<file path="src/rtl/pipe_ctrl_pkg.sv">
// Shared definitions for the pipeline stall controller: MDU sequencer states,
// default multiply/divide latencies and the stall counter width.
package pipe_ctrl_pkg;

  typedef enum logic [1:0] {
    IDLE     = 2'd0,
    MDU_BUSY = 2'd1,
    MDU_DONE = 2'd2
  } mdu_state_t;

  localparam int CNT_W        = 6;
  localparam int DEF_MULT_LAT = 4;
  localparam int DEF_DIV_LAT  = 33;

  // Counter preload: the accept cycle itself is the first stall cycle.
  function automatic logic [CNT_W-1:0] lat_preload(input int lat);
    return CNT_W'(lat - 1);
  endfunction

endpackage

</file>
<file path="src/rtl/pipe_hazard_detect.sv">
// Load-use comparator: flags an ID-stage source operand that matches the
// destination of a load still sitting in EX.
module pipe_hazard_detect
  import pipe_ctrl_pkg::*;
(
  input  logic [4:0] id_rs,
  input  logic [4:0] id_rt,
  input  logic       id_rs_used,
  input  logic       id_rt_used,
  input  logic       ex_is_load,
  input  logic       ex_RF_W_ena,
  input  logic [4:0] ex_RF_waddr,
  output logic       load_use
);

  logic rs_hit;
  logic rt_hit;

  assign rs_hit = id_rs_used & (id_rs == ex_RF_waddr);
  assign rt_hit = id_rt_used & (id_rt == ex_RF_waddr);

  // Register 0 is hardwired to zero, so a load targeting it never creates a hazard.
  assign load_use = ex_is_load & ex_RF_W_ena & (ex_RF_waddr != 5'd0) & (rs_hit | rt_hit);

endmodule

</file>
<file path="src/rtl/pipe_stall_ctrl.sv">
// Five-stage pipeline stall/flush controller: arbitrates DMEM wait, multi-cycle
// MDU stalls, load-use bubbles and ID-resolved jump flushes.
module pipe_stall_ctrl
  import pipe_ctrl_pkg::*;
#(
  parameter int MULT_LAT = DEF_MULT_LAT,
  parameter int DIV_LAT  = DEF_DIV_LAT
) (
  input  logic             clk,
  input  logic             rst,
  input  logic [4:0]       id_rs,
  input  logic [4:0]       id_rt,
  input  logic             id_rs_used,
  input  logic             id_rt_used,
  input  logic             ex_is_load,
  input  logic             ex_RF_W_ena,
  input  logic [4:0]       ex_RF_waddr,
  input  logic             ex_mdu_start,
  input  logic             ex_mdu_div,
  input  logic             id_jump_taken,
  input  logic             mem_wait,
  output logic             pc_W_ena,
  output logic             IR_W_ena,
  output logic             DE_W_ena,
  output logic             EM_W_ena,
  output logic             MW_W_ena,
  output logic             IR_flush,
  output logic             DE_flush,
  output logic             EM_flush,
  output logic             mdu_busy,
  output logic [1:0]       dbg_state,
  output logic [CNT_W-1:0] dbg_cnt
);

  mdu_state_t       state, state_next;
  logic [CNT_W-1:0] cnt, cnt_next;
  logic             load_use;
  logic             accept;
  logic             mdu_stall;

  pipe_hazard_detect u_hazard (
    .id_rs       (id_rs),
    .id_rt       (id_rt),
    .id_rs_used  (id_rs_used),
    .id_rt_used  (id_rt_used),
    .ex_is_load  (ex_is_load),
    .ex_RF_W_ena (ex_RF_W_ena),
    .ex_RF_waddr (ex_RF_waddr),
    .load_use    (load_use)
  );

  assign accept    = (state == IDLE) & ex_mdu_start & ~mem_wait;
  assign mdu_stall = accept | (state == MDU_BUSY);
  assign mdu_busy  = mdu_stall;
  assign dbg_state = state;
  assign dbg_cnt   = cnt;

  always_ff @(posedge clk) begin
    if (rst) begin
      state <= IDLE;
      cnt   <= '0;
    end else begin
      state <= state_next;
      cnt   <= cnt_next;
    end
  end

  // The MDU keeps computing while DMEM stalls, so the countdown ignores mem_wait.
  always_comb begin
    state_next = state;
    cnt_next   = cnt;
    unique case (state)
      IDLE: begin
        if (accept) begin
          cnt_next   = ex_mdu_div ? lat_preload(DIV_LAT) : lat_preload(MULT_LAT);
          state_next = MDU_BUSY;
        end
      end
      MDU_BUSY: begin
        cnt_next = cnt - CNT_W'(1);
        if (cnt <= CNT_W'(1)) state_next = MDU_DONE;
      end
      MDU_DONE: begin
        if (!mem_wait) state_next = IDLE;
      end
      default: state_next = IDLE;
    endcase
  end

  // A stage register loads when its W_ena is high; a flush with W_ena loads a bubble.
  // Priority: mem_wait > MDU stall > load-use > jump flush.
  always_comb begin
    pc_W_ena = 1'b1;
    IR_W_ena = 1'b1;
    DE_W_ena = 1'b1;
    EM_W_ena = 1'b1;
    MW_W_ena = 1'b1;
    IR_flush = 1'b0;
    DE_flush = 1'b0;
    EM_flush = 1'b0;
    if (mem_wait) begin
      pc_W_ena = 1'b0;
      IR_W_ena = 1'b0;
      DE_W_ena = 1'b0;
      EM_W_ena = 1'b0;
      MW_W_ena = 1'b0;
    end else if (mdu_stall) begin
      pc_W_ena = 1'b0;
      IR_W_ena = 1'b0;
      DE_W_ena = 1'b0;
      EM_flush = 1'b1;
    end else if (load_use) begin
      pc_W_ena = 1'b0;
      IR_W_ena = 1'b0;
      DE_flush = 1'b1;
    end else if (id_jump_taken) begin
      IR_flush = 1'b1;
    end
  end

endmodule

</file>
<file path="config.mk">
export PLATFORM = sky130hd
export DESIGN_NAME = pipe_stall_ctrl
export DESIGN_NICKNAME = d
export VERILOG_FILES = /design/src/rtl/pipe_ctrl_pkg.sv /design/src/rtl/pipe_hazard_detect.sv /design/src/rtl/pipe_stall_ctrl.sv
export SDC_FILE = /design/constraint.sdc
export NUM_CORES = 1
export LEC_CHECK = 0
export BUFFER_PORTS_ARGS = -buffer_cell sky130_fd_sc_hd__buf_2
export CORE_MARGIN = 8
export CORE_UTILIZATION = 43
export CTS_BUF_LIST = sky130_fd_sc_hd__clkbuf_16
export DETAILED_ROUTE_END_ITERATION = 10
export PLACE_DENSITY = 0.79
export SYNTH_ARGS = -nofsm -noshare
export SYNTH_HDL_FRONTEND = slang
export SYNTH_SLANG_ARGS = --single-unit
</file>
<file path="constraint.sdc">
create_clock -name clk -period 3.2 [get_ports clk]
set_clock_uncertainty 0.05 [all_clocks]
set_input_delay 0.16 -clock clk [delete_from_list [all_inputs] [get_ports clk]]
set_output_delay 0.16 -clock clk [all_outputs]
set_load 0.03 [all_outputs]
</file>
==> results of run 1 <==
[power by group through the flow]
| stage | Sequential (uW) | Combinational [uW] | Clock (uW) |
|---|---|---|---|
| floorplan | 139 | 87.0 | 0 |
| global placement | 123 | 147 | 0 |
| detailed placement | 124 | 151 | 0 |
| CTS | 122 | 152 | 218 |
| global route | 125 | 165 | 220 |
| finish | 122 | 151 | 211 |
[worst paths after layout]
kind	cells after the start	end	slack, ns
worst min-delay path	2	dbg_state[1]	0.17
worst max-delay path	4	DE_flush	1.51
worst min register to register	2	dbg_cnt[5]	0.46
worst max register to register	4	dbg_cnt[3]	1.75
[cells in the final DEF (no fill, tap or decap), types with 2 or more instances in the layout]
cell type and instances:
buf_2 41, mux2i_1 2, xnor2_1 10, o21a_1 2, inv_1 5, nand3_1 4
nand3b_1 2, clkbuf_16 3, nor4_1 2, nor2_1 7, a21oi_1 6, nand4_1 2
nand2_1 5, ha_1 2, dfxtp_1 8
[per-layer routing]
metal | global-route usage [%] | up-vias | routed length (um)
li1 | - | 363 | -
met1 | 12.7 | 319 | 705
met2 | 25.4 | 39 | 910
met3 | 6.52 | 5 | 286
met4 | 8.61 | 0 | 41
met5 | 0 | - | 0
[state kept, by name, summed over array words and instances (netlist names)]
register and count:
dbg_state 2, dbg_cnt 6
[cells by family after synthesis]
group / Yosys count / share of synthesized area, %
DFF: 8 / 25.4
xor gates and xnor gates: 10 / 13.9
and+or+nand+nor: 31 / 28.2
AOI/OAI and AO/OA: 16 / 17.3
muxes: 3 / 4.97
buffers and inverters: 8 / 6.16
adders and majority gates: 2 / 3.98
[critical path: stages (launching register included)]
cell and delay (ns):
dfxtp_1 0.37, o21bai_2 0.33, nand2_1 0.13, and3b_1 0.22, buf_2 0.19
[layout make-up]
| cell class | instances | area, um2 |
|---|---|---|
| inverter | 5 | 18.8 |
| clock buffer | 3 | 75.1 |
| fill | 120 | 527 |
| tap | 16 | 20.0 |
| multi-input combinational | 62 | 430 |
| timing repair buffer | 41 | 205 |
| sequential | 8 | 160 |
[through the flow]
stage / hold slack (ns) / power, uW / utilization, %
after detailed placement: 0.405 / 275 / 58.1
after global placement: 0.395 / 270 / 58.1
after CTS: 0.157 / 492 / 63.3
final: 0.167 / 484 / 63.3
after floorplan: 0.276 / 226 / -
after global routing: 0.176 / 509 / 63.3
==> results.sh, run 1 <==
export IMPL_p_per_area_nw_per_um2=533
export IMPL_postRouteWirelength_um=1940
export IMPL_synthTopCellsByArea="dfxtp_1 (25%), xnor2_1 (14%), a21oi_1 (4.8%), nor2_1 (4.2%), ha_1 (4.0%)"
export IMPL_rr_startpoint="dbg_state[0]"
export IMPL_finalSetupTns_ns=0
export IMPL_setup_viol=0
export IMPL_die_w_um=54.3
export IMPL_cts_hold_buf=0
export IMPL_p_int_uw=330
export IMPL_h_tree_depth=1
export IMPL_drc=0
export IMPL_worst_slack_ns=1.51
export IMPL_max_cap_violations=0
export IMPL_gp_congestion=0.837
export IMPL_critPathMaxFanout=8
export IMPL_synth_edf_count=0
export IMPL_insertion_delay_ns=0.23
export IMPL_yosys_area_top_type="dfxtp_1"
export IMPL_rsz0062_at_grt="no"
export IMPL_placed_area_um2=835
export IMPL_power_switching_share_pct=31.8
export IMPL_dieArea_um2=2940
export IMPL_grt_start_max_net_pins=9
export IMPL_slew_violations=0
export IMPL_worstHoldStart="rst"
export IMPL_final_layout_size_suffix_gt1_share_pct=42.0
export IMPL_worstPathRequired_ns=2.99
export IMPL_combPwrFrac_pct=31.1
export IMPL_cts_buffers=3
export IMPL_dp_cells=132
export IMPL_hold_viol=0
export IMPL_antenna_found_initial=0
export IMPL_io_buffers=41
export IMPL_fmax_ghz=0.590
export IMPL_status="completed"
export IMPL_p_leak_uw=0.000436
export IMPL_nNetsFinal=148
export IMPL_synthArstFlopShare_pct=0
export IMPL_ir_worst_vdd_mv=0.347
export IMPL_rows=14
export IMPL_cp_end_kind="output pin"
export IMPL_worst_pin_slew_ns=0.384
export IMPL_clk_pin_slew_ns=0.04
export IMPL_core_area_um2=1440
export IMPL_post_route_period_util_pct=52.9
export IMPL_stdcell_count=135
export IMPL_synth_ff_type="dfxtp_1"
export IMPL_netlist_cell_type_count=33
export IMPL_crit_arrival_ns=1.48
export IMPL_yosys_cell_count_top_type="xnor2_1"
export IMPL_worstSetupStartpoint="dbg_state[0]"
export IMPL_seq_power_share_pct=25.3
export IMPL_via_per_inst=5.38
export IMPL_dr_pass1_iters=4
export IMPL_switchingPower_uw=154
export IMPL_start_util_pct=43.8
export IMPL_clock_root_buffer="clkbuf_16"
export IMPL_drt_iter0_drc=10
export IMPL_crit_path_start_kind="register"
export IMPL_num_io_pins=42
export IMPL_wl_per_cell_um=14.4
export IMPL_clock_path_buffers=2
export IMPL_post_route_min_period_ns=1.69
export IMPL_ant_nets=0
export IMPL_yosysWarnings=0
export IMPL_grt_pass1_wl_um=2950
export IMPL_avgSynthCellArea_um2=8.07
export IMPL_syn_inst=78
export IMPL_post_place_ws_ns=1.60
export IMPL_final_design_area_no_fill_um2=910
export IMPL_dp_hpwl_um=1590
export IMPL_synth_area_um2=629
export IMPL_hp_class="input pin to register"
export IMPL_pwr_share_clk_pct=43.7
export IMPL_synth_top_area_share_pct=25.4
export IMPL_antennaDiodeCount=0
export IMPL_cts_sinks=8
export IMPL_grt_pass1_vias=700
export IMPL_post_cts_repair_setup_buffers=0
export IMPL_synth_common_cells="xnor2_1 (10), dfxtp_1 (8), nor2_1 (7)"
export IMPL_syn_to_final_growth_pct=44.5
export IMPL_ys_seq_area_share_pct=25.4
export IMPL_syn_num_nets=105
export IMPL_max_slew_margin_pct=74.2
export IMPL_dr_total_vias=726
export IMPL_groute_usage_overall_pct=14.2
export IMPL_cts_tree="yes"
export IMPL_synth_seq_cells=8
export IMPL_cts_resized=0
export IMPL_die_h_um=54.3
export IMPL_grt_overflow=0
export IMPL_crit_type="register to output pin"
(Power assumes the default switching activity.)
==> run 2: changes to the inputs <==
--- a/config.mk
+++ b/config.mk
@@ -7,10 +7,10 @@
 export LEC_CHECK = 0
 export BUFFER_PORTS_ARGS = -buffer_cell sky130_fd_sc_hd__buf_2
 export CORE_MARGIN = 8
-export CORE_UTILIZATION = 43
+export CORE_UTILIZATION = 36
 export CTS_BUF_LIST = sky130_fd_sc_hd__clkbuf_16
 export DETAILED_ROUTE_END_ITERATION = 10
-export PLACE_DENSITY = 0.79
+export PLACE_DENSITY = 0.7
 export SYNTH_ARGS = -nofsm -noshare
 export SYNTH_HDL_FRONTEND = slang
 export SYNTH_SLANG_ARGS = --single-unit
==> constraint.sdc (replaced) <==
create_clock -name clk -period 1.5 [get_ports clk]
set_clock_uncertainty 0.05 [all_clocks]
set_input_delay 0.075 -clock clk [delete_from_list [all_inputs] [get_ports clk]]
set_output_delay 0.075 -clock clk [all_outputs]
set_load 0.03 [all_outputs]
==> results.sh, run 2 (synthesis gave the netlist of run 1 again) <==
export IMPL_status="completed"
export IMPL_worstPathRequired_ns=1.61
export IMPL_critPathMaxFanout=5
export IMPL_clk_pin_slew_ns=0.04
export IMPL_antennaDiodeCount=0
export IMPL_drt_iter0_drc=22
export IMPL_via_per_inst=5.26
export IMPL_stdcell_count=141
export IMPL_dp_cells=137
export IMPL_die_w_um=57.8
export IMPL_crit_path_start_kind="register"
export IMPL_dp_hpwl_um=1600
export IMPL_max_slew_margin_pct=73.7
export IMPL_final_layout_size_suffix_gt1_share_pct=48.4
export IMPL_ir_worst_vdd_mv=0.774
export IMPL_grt_start_max_net_pins=9
export IMPL_num_io_pins=42
export IMPL_core_area_um2=1690
export IMPL_finalSetupTns_ns=0
export IMPL_h_tree_depth=1
export IMPL_groute_usage_overall_pct=12.8
export IMPL_nNetsFinal=153
export IMPL_post_route_min_period_ns=1.44
export IMPL_crit_arrival_ns=1.56
export IMPL_postRouteWirelength_um=2070
export IMPL_start_util_pct=37.3
export IMPL_mostFrequentLayoutCells="buf_2 (40), xnor2_1 (10), nor2_1 (7), dfxtp_1 (6), buf_4 (6)"
export IMPL_final_design_area_no_fill_um2=967
export IMPL_final_common_cell="buf_2"
export IMPL_gp_congestion=0.857
export IMPL_wl_per_cell_um=14.7
export IMPL_rows=15
export IMPL_fmax_ghz=0.692
export IMPL_r2r_end="dbg_cnt[4]"
export IMPL_slew_violations=0
export IMPL_hold_viol=0
export IMPL_fillers=157
export IMPL_placed_area_um2=878
export IMPL_worst_pin_slew_ns=0.391
export IMPL_cp_end_kind="register"
export IMPL_p_leak_uw=0.000461
export IMPL_max_cap_violations=0
export IMPL_dr_pass1_iters=4
export IMPL_cts_tree="yes"
export IMPL_grt_pass1_wl_um=3420
export IMPL_holdPathEnd="dbg_state[1]"
export IMPL_p_per_area_nw_per_um2=1100
export IMPL_cts_sinks=8
export IMPL_dieArea_um2=3340
export IMPL_reg2reg_depth=5
export IMPL_drc=0
export IMPL_grt_overflow=0
export IMPL_antenna_found_initial=0
export IMPL_cts_buffers=3
export IMPL_largest_reg_flops=6
export IMPL_die_h_um=57.8
export IMPL_cts_hold_buf=0
export IMPL_dr_total_vias=742
export IMPL_worstHoldStart="rst"
export IMPL_hp_class="input pin to register"
export IMPL_rr_startpoint="dbg_cnt[1]"
export IMPL_io_buffers=41
export IMPL_grt_pass1_vias=734
export IMPL_syn_to_final_growth_pct=53.7
export IMPL_crit_type="register to register"
export IMPL_min_path_cells=2
export IMPL_setup_viol=0
export IMPL_clock_path_buffers=2
export IMPL_insertion_delay_ns=0.23
export IMPL_post_route_period_util_pct=96.3
export IMPL_ant_nets=0
export IMPL_clock_root_buffer="clkbuf_16"
export IMPL_whs_ns=0.0709
export IMPL_r2r_setup_slack_ns=0.06
run 2: metrics by stage:
step | util (%) | power [uW] | worst slack (ns)
3_5_place_dp | 52.0 | 606 | 0.0678
4_1_cts | 56.4 | 1050 | 0.0119
6_report | 57.3 | 1060 | 0.0553
5_1_grt | 57.3 | 1110 | -0.0252
2_1_floorplan | - | 488 | 0.00100
3_3_place_gp | 52.0 | 596 | 0.0921
run 2: layout make-up:
| type | count | area (um2) | area share, % |
|---|---|---|---|
| multi-input combinational | 62 | 444 | 45.9 |
| timing repair buffer | 46 | 245 | 25.4 |
| clock buffer | 3 | 75.1 | 7.76 |
| sequential | 8 | 163 | 16.8 |
| tap | 17 | 21.3 | 2.20 |
| inverter | 5 | 18.8 | 1.94 |
run 2: worst max path at each step:
stage                   start          to  slack (ns)  cells after the start
3_5_place_dp       dbg_cnt[1]  dbg_cnt[4]        0.07                      5
6_report           dbg_cnt[1]  dbg_cnt[4]        0.06                      5
3_3_place_gp   ex_RF_waddr[0]    DE_flush        0.09                      5
5_1_grt            dbg_cnt[1]  dbg_cnt[4]       -0.03                      5
4_1_cts          dbg_state[0]    IR_flush        0.01                      5
2_1_floorplan    dbg_state[0]  dbg_cnt[3]       0.001                      4
run 2: timing repair:
| action | 4_1_cts | 5_1_grt |
|---|---|---|
| setup endpoints to repair | 0 | 3 |
| buffers inserted | 0 | 1 |
| gates resized for setup | 0 | 5 |
run 2: where the power goes:
| part | switching, uW | internal (uW) |
|---|---|---|
| Sequential | 25.3 | 235 |
| Combinational | 209 | 147 |
| Clock | 101 | 343 |
run 2: layer usage:
layer / track usage [%] / share of wire, % / vias up
met3: 8.17 / 12 / 2
met1: 13.8 / 40 / 334
met2: 19.7 / 47 / 37
met5: 0 / 0 / -
li1: - / - / 369
met4: 4.55 / 0.48 / 0
run 2: worst max-delay path, stage by stage, from the launching register on:
cell,delay (ns)
dfxtp_1,0.35
inv_2,0.08
ha_2,0.19
nand3b_1,0.14
or4_1,0.42
a21oi_1,0.14
==> run 3: changes to the inputs <==
--- a/config.mk
+++ b/config.mk
@@ -13,4 +13,5 @@
 export PLACE_DENSITY = 0.7
 export SYNTH_ARGS = -nofsm -noshare
 export SYNTH_HDL_FRONTEND = slang
+export SYNTH_HIERARCHICAL = 1
 export SYNTH_SLANG_ARGS = --single-unit
==> results.sh, run 3 <==
export IMPL_status="finished with violations"
export IMPL_clk_pin_slew_ns=0.04
export IMPL_synth_ff_type="dfxtp_1"
export IMPL_final_common_cell="buf_2"
export IMPL_io_buffers=41
export IMPL_crit_type="register to output pin"
export IMPL_route_met2_wl_um=1090
export IMPL_hp_class="input pin to register"
export IMPL_ant_nets=0
export IMPL_largest_reg_flops=6
export IMPL_wl_per_cell_um=14.5
export IMPL_netlist_cell_type_count=33
export IMPL_insertion_delay_ns=0.24
export IMPL_worst_slack_ns=-0.0375
export IMPL_antenna_found_initial=0
export IMPL_cts_tree="yes"
export IMPL_dp_cells=139
export IMPL_gp_congestion=0.871
export IMPL_synthTopCellsByArea="dfxtp_1 (25%), xor2_1 (11%), a21oi_1 (4.8%), nor2_1 (4.8%), ha_1 (4.0%)"
export IMPL_p_per_area_nw_per_um2=1000
export IMPL_rows=15
export IMPL_syn_inst=80
export IMPL_crit_path_start_kind="register"
export IMPL_synthArstFlopShare_pct=0
export IMPL_nNetsFinal=155
export IMPL_h_tree_depth=1
export IMPL_clock_root_buffer="clkbuf_16"
export IMPL_critPathMaxFanout=6
export IMPL_crit_arrival_ns=1.41
export IMPL_rsz0062_at_grt="yes"
export IMPL_groute_usage_overall_pct=12.4
export IMPL_dr_total_vias=731
export IMPL_stdcell_count=143
export IMPL_top_layer_used="met4"
export IMPL_mostFrequentLayoutCells="buf_2 (36), xor2_1 (8), nor2_1 (6)"
export IMPL_drt_met1_wl_um=826
export IMPL_cts_sinks=8
export IMPL_power_uw=1040
export IMPL_drt_iter0_drc=9
export IMPL_drc=0
export IMPL_post_route_period_util_pct=102
export IMPL_max_slew_margin_pct=75.1
export IMPL_antennaDiodeCount=0
export IMPL_max_cap_violations=0
export IMPL_die_h_um=57.9
export IMPL_synth_seq_cells=8
export IMPL_final_layout_size_suffix_gt1_share_pct=51.6
export IMPL_dr_pass1_iters=4
export IMPL_setup_viol=1
export IMPL_grt_pass1_vias=740
export IMPL_met3_length_um=130
export IMPL_post_route_min_period_ns=1.54
export IMPL_cp_end_kind="output pin"
export IMPL_syn_to_final_growth_pct=64.6
export IMPL_synth_top_area_share_pct=25.3
export IMPL_grt_overflow=0
export IMPL_slew_violations=0
export IMPL_synth_common_cells="dfxtp_1 (8), nor2_1 (8), xor2_1 (8)"
export IMPL_clock_path_buffers=2
export IMPL_start_util_pct=37.4
export IMPL_avgSynthCellArea_um2=7.90
export IMPL_grt_start_max_net_pins=10
export IMPL_postRouteWirelength_um=2080
export IMPL_cts_buffers=3
export IMPL_core_area_um2=1690
export IMPL_worst_pin_slew_ns=0.373
export IMPL_via_per_inst=5.11
export IMPL_p_leak_uw=0.000494
export IMPL_worstPathRequired_ns=1.37
export IMPL_post_place_ws_ns=-0.142
export IMPL_violations="setup timing"
export IMPL_num_io_pins=42
export IMPL_ir_worst_vdd_mv=0.832
export IMPL_whs_ns=0.0764
export IMPL_fmax_ghz=0.650
export IMPL_synth_area_um2=632
export IMPL_synth_edf_count=0
export IMPL_ys_seq_area_share_pct=25.3
export IMPL_hold_viol=0
export IMPL_die_w_um=57.9
export IMPL_grt_pass1_wl_um=3220
export IMPL_dp_hpwl_um=1570
export IMPL_syn_num_nets=107
export IMPL_yosysWarnings=6
export IMPL_dieArea_um2=3350
export IMPL_yosys_area_top_type="dfxtp_1"
[run 3: cell types whose count changed after synthesis, moves of 2 or more]
| cell | delta |
|---|---|
| xor2_1 | +8 |
| nand2_1 | -2 |
| nand4_1 | -2 |
| and2_1 | +2 |
| xnor2_1 | -8 |
| nor2b_1 | +2 |
| nor4_1 | +2 |
[run 3: layout make-up]
type                    instances  area (um2)
inverters                       4        15.0
repair buffers                 47         293
well taps                      17        21.3
flip-flops and latches          8         164
multi-input cells              64         472
fillers                       149         649
clock buffers                   3        75.1
[run 3: report_power, final]
part / leakage (uW) / switching, uW / internal (uW)
logic: 0.000390 / 189 / 142
registers: 0.0000666 / 24.0 / 234
clock network: 0.0000370 / 110 / 344
total: 0.000494 / 323 / 721
[run 3: repair_timing]
action | 4_1_cts | 5_1_grt
gates resized for setup | 9 | 11
buffers inserted | 1 | 0
setup endpoints to repair | 4 | 9
hold buffers | 0 | 0
pin swaps | 6 | 6
[run 3: per-layer routing]
layer / vias up / global-route usage [%]
met2: 34 / 22.8
met3: 4 / 4.19
met5: - / 0
li1: 375 / -
met1: 318 / 12.4
met4: 0 / 5.24
[run 3: kinds of logic after synthesis]
logic type                 Yosys count  share of synthesized area, %
and+or+nand+nor                     34                          30.1
AOI/OAI and AO/OA                   15                          15.6
xor gates and xnor gates            10                          13.9
buffers and inverters                8                          6.14
DFF                                  8                          25.3
muxes                                3                          4.95
adders and majority gates            2                          3.96
[run 3: worst paths after layout]
| check | startpoint | to | slack, ns | cells after the start |
|---|---|---|---|---|
| worst max-delay path | dbg_state[0] | IR_flush | -0.04 | 6 |
| worst min-delay path | rst | dbg_cnt[0] | 0.08 | 2 |
| worst max register to register | dbg_state[0] | dbg_cnt[3] | 0.08 | 4 |
| worst min register to register | dbg_cnt[4] | dbg_cnt[4] | 0.49 | 2 |
[run 3: through the flow]
| step | area, um2 | util (%) | setup TNS, ns |
|---|---|---|---|
| detailed placement | 895 | 53.0 | -0.242 |
| CTS | 1010 | 59.6 | -0.0459 |
| finish | 1040 | 61.6 | -0.0375 |
| global route | 1040 | 61.6 | -0.137 |
| floorplan | 654 | - | -0.160 |
| global placement | 895 | 53.0 | -0.112 |
[run 3: critical path, stage by stage (launching register included)]
cell	delay, ns
dfxtp_2	0.33
buf_4	0.15
nor2_1	0.15
nor2_2	0.08
nor3_4	0.18
and2_4	0.16
buf_6	0.12
